**src/rtl/predictor_pkg.sv**
```systemverilog
// predictor_pkg
//   Shared types and constants for the predictor output path.
//   PRED_ADDR_W  : jump address width carried by a queued record
//   FLUSH_CNT_W  : width of the optional restore-flush statistics counter
//   pred_entry_t : one queued prediction record {addr, preload, restore}
//   q_state_e    : queue occupancy state (EMPTY / PARTIAL / FULL)
package predictor_pkg;

   localparam int PRED_ADDR_W = 11;
   localparam int FLUSH_CNT_W = 16;

   typedef struct packed {
      logic [PRED_ADDR_W-1:0] addr;
      logic                   preload;
      logic                   restore;
   } pred_entry_t;

   typedef enum logic [1:0] {
      Q_EMPTY   = 2'd0,
      Q_PARTIAL = 2'd1,
      Q_FULL    = 2'd2
   } q_state_e;

endpackage

```
**src/rtl/predictor_entry_fifo.sv**
```systemverilog
// predictor_entry_fifo
//   Generic DEPTH-entry register FIFO of pred_entry_t records with a clear.
//   Ports:
//     clock, reset_n : rising-edge clock, asynchronous active-low reset
//     clear          : drop all entries; if push is also high, din becomes
//                      the only entry (clear takes priority over pop)
//     push, pop      : write din at tail / retire head (ignored when full /
//                      empty respectively)
//     din, dout      : record in / head record (undefined while empty)
//     occupancy      : entries held, 0..DEPTH
//     state          : occupancy state, exposed for observation
//   Handshake: the caller decides acceptance; this block only guards against
//   overflow and underflow.
module predictor_entry_fifo
   import predictor_pkg::*;
#(
   parameter  int DEPTH = 4,
   localparam int CNT_W = $clog2(DEPTH+1),
   localparam int PTR_W = $clog2(DEPTH)
) (
   input  logic              clock,
   input  logic              reset_n,
   input  logic              clear,
   input  logic              push,
   input  logic              pop,
   input  pred_entry_t       din,
   output pred_entry_t       dout,
   output logic [CNT_W-1:0]  occupancy,
   output q_state_e          state
);

   localparam logic [CNT_W-1:0] FULL_CNT = CNT_W'(DEPTH);

   pred_entry_t       mem [DEPTH];
   logic [PTR_W-1:0]  wr_ptr, rd_ptr, wr_ptr_next, rd_ptr_next, write_idx;
   logic [CNT_W-1:0]  count, count_next;
   logic              write_en, do_push, do_pop;
   q_state_e          state_next;

   always_ff @(posedge clock or negedge reset_n) begin
      if (!reset_n) begin
         state  <= Q_EMPTY;
         count  <= '0;
         wr_ptr <= '0;
         rd_ptr <= '0;
      end else begin
         state  <= state_next;
         count  <= count_next;
         wr_ptr <= wr_ptr_next;
         rd_ptr <= rd_ptr_next;
      end
   end

   always_comb begin
      wr_ptr_next = wr_ptr;
      rd_ptr_next = rd_ptr;
      count_next  = count;
      write_en    = 1'b0;
      write_idx   = wr_ptr;
      do_push     = 1'b0;
      do_pop      = 1'b0;
      if (clear) begin
         // Restart from slot 0 so the surviving record is the new head.
         rd_ptr_next = '0;
         if (push) begin
            write_en    = 1'b1;
            write_idx   = '0;
            wr_ptr_next = PTR_W'(1);
            count_next  = CNT_W'(1);
         end else begin
            wr_ptr_next = '0;
            count_next  = '0;
         end
      end else begin
         do_push = push && (count != FULL_CNT);
         do_pop  = pop && (count != '0);
         if (do_push) begin
            write_en    = 1'b1;
            wr_ptr_next = wr_ptr + 1'b1;  // power-of-two depth: natural wrap
         end
         if (do_pop) begin
            rd_ptr_next = rd_ptr + 1'b1;
         end
         if (do_push && !do_pop) begin
            count_next = count + 1'b1;
         end else if (!do_push && do_pop) begin
            count_next = count - 1'b1;
         end
      end
      if (count_next == '0) begin
         state_next = Q_EMPTY;
      end else if (count_next == FULL_CNT) begin
         state_next = Q_FULL;
      end else begin
         state_next = Q_PARTIAL;
      end
   end

   // Storage needs no reset: dout is only consumed while occupancy != 0.
   always_ff @(posedge clock) begin
      if (write_en) begin
         mem[write_idx] <= din;
      end
   end

   assign dout      = mem[rd_ptr];
   assign occupancy = count;

endmodule

```
**src/rtl/predictor_output_queue.sv**
```systemverilog
// predictor_output_queue
//   Registered ready/valid queue between the branch predictor and the
//   fetch/preload unit. A restore record clears every queued (stale)
//   prediction and becomes the only entry.
//   Ports:
//     clock, reset_n          : rising-edge clock, async active-low reset
//     in_valid / in_ready     : producer handshake (in_ready = not full)
//     jump_addr, preload,
//     restore                 : offered record
//     out_valid / out_ready   : consumer handshake for the head record
//     latched_jump_addr,
//     latched_preload,
//     latched_restore         : head record, forced to 0 while empty
//     occupancy               : entries held, 0..DEPTH
//     flush_count             : only with PREDICTOR_OUT_STATS_EN; saturating
//                               count of restores that discarded older entries
//   Handshake: a record is taken on a rising edge when in_valid is high and
//   either in_ready is high or the record is a restore (restores are always
//   taken, even when full); the head is retired when out_valid && out_ready.
//   in_ready and out_valid depend on registered state only.
module predictor_output_queue
   import predictor_pkg::*;
#(
   parameter  int ADDR_W = PRED_ADDR_W,  // must equal PRED_ADDR_W
   parameter  int DEPTH  = 4,            // power of two, >= 2
   localparam int CNT_W  = $clog2(DEPTH+1)
) (
   input  logic              clock,
   input  logic              reset_n,
   input  logic              in_valid,
   output logic              in_ready,
   input  logic [ADDR_W-1:0] jump_addr,
   input  logic              preload,
   input  logic              restore,
   output logic              out_valid,
   input  logic              out_ready,
   output logic [ADDR_W-1:0] latched_jump_addr,
   output logic              latched_preload,
   output logic              latched_restore,
   output logic [CNT_W-1:0]  occupancy
`ifdef PREDICTOR_OUT_STATS_EN
   ,
   output logic [FLUSH_CNT_W-1:0] flush_count
`endif
);

   pred_entry_t       wr_entry, head;
   q_state_e          q_state;
   logic              push, restore_push, pop;

   assign out_valid    = (q_state != Q_EMPTY);
   assign in_ready     = (q_state != Q_FULL);
   assign push         = in_valid && (in_ready || restore);
   assign restore_push = push && restore;
   assign pop          = out_valid && out_ready;

   assign wr_entry = '{addr: jump_addr, preload: preload, restore: restore};

   predictor_entry_fifo #(.DEPTH(DEPTH)) u_fifo (
      .clock     (clock),
      .reset_n   (reset_n),
      .clear     (restore_push),
      .push      (push),
      .pop       (pop),
      .din       (wr_entry),
      .dout      (head),
      .occupancy (occupancy),
      .state     (q_state)
   );

   assign latched_jump_addr = out_valid ? head.addr    : '0;
   assign latched_preload   = out_valid ? head.preload : 1'b0;
   assign latched_restore   = out_valid ? head.restore : 1'b0;

`ifdef PREDICTOR_OUT_STATS_EN
   logic discards;

   // An entry popped in the restore cycle was consumed, not discarded.
   assign discards = (occupancy > CNT_W'(1)) ||
                     ((occupancy == CNT_W'(1)) && !pop);

   always_ff @(posedge clock or negedge reset_n) begin
      if (!reset_n) begin
         flush_count <= '0;
      end else if (restore_push && discards && (flush_count != '1)) begin
         flush_count <= flush_count + 1'b1;
      end
   end
`endif

endmodule
```
**config.mk**
```make
export PLATFORM = sky130hd
export DESIGN_NAME = predictor_output_queue
export DESIGN_NICKNAME = d
export VERILOG_FILES = /design/src/rtl/predictor_pkg.sv /design/src/rtl/predictor_entry_fifo.sv /design/src/rtl/predictor_output_queue.sv
export SDC_FILE = /design/constraint.sdc
export NUM_CORES = 1
export LEC_CHECK = 0
export ABC_AREA = 1
export BUFFER_PORTS_ARGS = -buffer_cell sky130_fd_sc_hd__buf_4
export CAP_MARGIN = 20
export CORE_ASPECT_RATIO = 0.9
export CORE_MARGIN = 1
export CORE_UTILIZATION = 61
export CTS_CLUSTER_SIZE = 14
export DETAILED_ROUTE_END_ITERATION = 7
export PLACE_DENSITY = 0.81
export SLEW_MARGIN = 20
export SYNTH_ARGS = -nofsm -noshare
export SYNTH_HDL_FRONTEND = slang
export SYNTH_HIERARCHICAL = 1
export SYNTH_SLANG_ARGS = --single-unit
export TNS_END_PERCENT = 20
```
**constraint.sdc**
```tcl
create_clock -name clock -period 3.9 [get_ports clock]
set_clock_uncertainty 0.1 [all_clocks]
set_input_delay 0.585 -clock clock [delete_from_list [all_inputs] [get_ports clock]]
set_output_delay 0.585 -clock clock [all_outputs]
set_load 0.05 [all_outputs]
```
==> impl_metrics.toml <==
[setup_path]
crit_top_cell = "inv_1"
regToRegSetupSlack_ns = 1.50
cp.required_ns = 3.21
startpoint_type = "flop"
crit_path_start = "u_fifo/rd_ptr[1]"
cpMaxStageDelayCell = "dfrtp_1"
criticalPathCategory = "flop to primary output"
crit_arrival_ns = 2.04
regToRegStartpoint = "u_fifo/occupancy[0]"
end_kind = "primary output"
crit_buf_inv = 3
critPathMaxFanout = 15
crit_chain = "inv_1, o21ai_0, o22ai_1, inv_1, nor2_1, buf_4"
cp_top_family = "buffers and inverters"
slowest_delay_ns = 0.55

[layout]
final_area_mm2 = 0.003100
num_antenna_cells = 0
nNetsFinal = 292
utilization_pct = 76.11
syn_to_final_growth_pct = 19.42
final.fill_count = 271
instances_no_fill = 325
drive_above_1_share_pct = 23.83

[place]
hpwl_mm = 3.292
port_buffers = 34
finalWeightedCongestion = 0.8051
dpl_cell_area_mm2 = 0.002908
place_inst = 308

[routing]
antenna_left = 0
wl_mm = 5.170
routedWlPerCell_um = 15.91
drt_iter0_drc = 154
drc_errors = 5
vias = 1783
viasPerCell = 5.486
drt_pass1_iterations = 6

[global_route]
grt_max_degree = 28
grt_use_total_pct = 25.43
grt_pass1_vias = 1794
overflow = 0
antenna_found_initial = 0
grt_pass1_wl_mm = 8.459

[status]
violations = "DRC"
outcome = "finished, violations left"

[sta]
rsz0062_at_grt = "false"
finalCritPeriodShare_pct = 69.95
slew-limit-headroom_pct = 47.73
fmax_mhz = 366.6
setup_tns_ns = 0
tightest_slew_ns = 0.7832
finalSetupViolations = 0
hold_ws_ns = 0.3675
hold_viol_final = 0
drv_slew = 0
final.min_clock_period_ns = 2.728

[floorplan]
core_mm2 = 0.004074
initial_utilization_pct = 63.73
row_count = 22
io_pins = 35
die_y_um = 63.89
die_w_um = 70.77
die_area_mm2 = 0.004521

[synthesis]
synth_top_area_cell = "edfxtp_1"
synth.most_common_cell = "edfxtp_1"
synth_area_leaders = "edfxtp_1 60%, dfrtp_1 8.7%, nor2_1 6.2%"
synth_top_area_share_pct = 60.14
yosysWarnings = 6
ys_top_cells_by_count = "52 x edfxtp_1, 43 x nor2_1, 29 x o21ai_0, 26 x inv_1, 19 x nand2_1"
seq_area_frac_synth_pct = 68.82
syn_nets = 249
synth-edff-count = 52
ys_ff_latch = 61
syn_area_mm2 = 0.002596
synthFlopType = "edfxtp_1"
yosysUniqueCellTypes = 22
avgSynthCellArea_um2 = 11.34
async_reset_ff_share_pct = 14.75
syn_inst = 229

[job]
max_cap_viol_count = 0

[clocking]
post_cts_buffers = 0
clkSinkCount = 61
clk_pin_slew_ns = 0.06
clk_latency_ns = 0.32
numCtsBuffers = 9
cts_tree = "done"
cts-root-buf = "clkbuf_8"
clockBufferDepth = 2
hold_buffers = 1
cts_resized = 0
htree_num_levels = 3

[power]
vdd_ir_drop_max_mv = 0.6253
power.leakage_uw = 0.001309
power_density_mw_per_mm2 = 911.6

[hold_path]
hold_path.class = "input port to flop"
worstHoldStart = "jump_addr[5]"
worst reg2reg max path, cell delays in order, from the launching register on:
cell and delay (ns):
dfrtp_1 0.39, inv_1 0.09, ha_1 0.25, nand2_1 0.10, nand2_2 0.07, or2_2 0.30
o21ai_1 0.52, buf_4 0.28
cells in the final DEF, fill, tap and decap left out, types with 2 or more instances in the layout:
cell type	n
nand2_1	19
clkinv_2	2
nand3_1	9
buf_4	39
o22ai_1	13
dfrtp_1	9
edfxtp_1	52
clkbuf_8	9
o21ai_0	28
o21ai_1	2
inv_1	26
nand3_2	3
inv_2	3
a21oi_1	3
nor2_1	43
nand2_4	2
ha_1	3
nand2_2	2
clkbuf_1	2
path summary, 6_finish.rpt:
check                      cells after the start          endpoint
setup / recovery                               6   latched_preload
hold / removal                                 1  u_fifo/mem[3][7]
setup reg to reg                               7  u_fifo/mem[0][3]
hold reg to reg                                2  u_fifo/wr_ptr[0]
max in group asynchronous                      2  u_fifo/rd_ptr[0]
min in group asynchronous                      2   u_fifo/state[1]
metal layers:
| layer | global-route usage [%] | vias up | part of all wire [%] |
|---|---|---|---|
| met3 | 5.521 | 6 | 6.1 |
| met2 | 40.75 | 56 | 50 |
| met1 | 33.59 | 852 | 42 |
| met4 | 11.75 | 0 | 1.1 |
| li1 | - | 869 | - |
| met5 | 0 | - | 0 |
layout make-up:
| class | instances | area [um^2] | share of cell area, % |
|---|---|---|---|
| tap | 48 | 60.06 | 1.937 |
| clock inverter | 5 | 51.30 | 1.655 |
| multi-input combinational | 131 | 659.4 | 21.27 |
| timing repair buffer | 40 | 302.8 | 9.766 |
| sequential | 61 | 1787 | 57.63 |
| clock buffer | 11 | 131.4 | 4.237 |
| inverter | 29 | 108.9 | 3.511 |
state kept, by name (all words and copies together), names as in the netlist:
name and cells:
u_fifo/wr_ptr 2, u_fifo/mem 52, u_fifo/occupancy 3, u_fifo/rd_ptr 2, u_fifo/state 2
stage by stage:
| stage | setup slack [ns] | total power (uW) |
|---|---|---|
| final | 1.172 | 2826 |
| after global routing | 0.9486 | 2987 |
| after CTS | 1.165 | 2840 |
| after detailed placement | 1.415 | 2316 |
| after global placement | 1.429 | 2285 |
| after floorplan | 0.9123 | 1942 |
logic make-up after synthesis:
family                   synth area share [%]
AND/OR/NAND/NOR                         14.12
adder cells (fa/ha/maj)                 1.446
flip-flops                              68.82
buffers and inverters                   5.783
AO/OA/AOI/OAI                           9.831
report_power, final:
part           internal, uW  leakage (uW)  total [uW]  switching [uW]
Sequential              885      0.000592         957            72.2
Clock                   291     0.0000907         518             227
Combinational           386      0.000626        1350             965
Total                  1560       0.00131        2830            1260
Power figures use the tool's default switching activity.
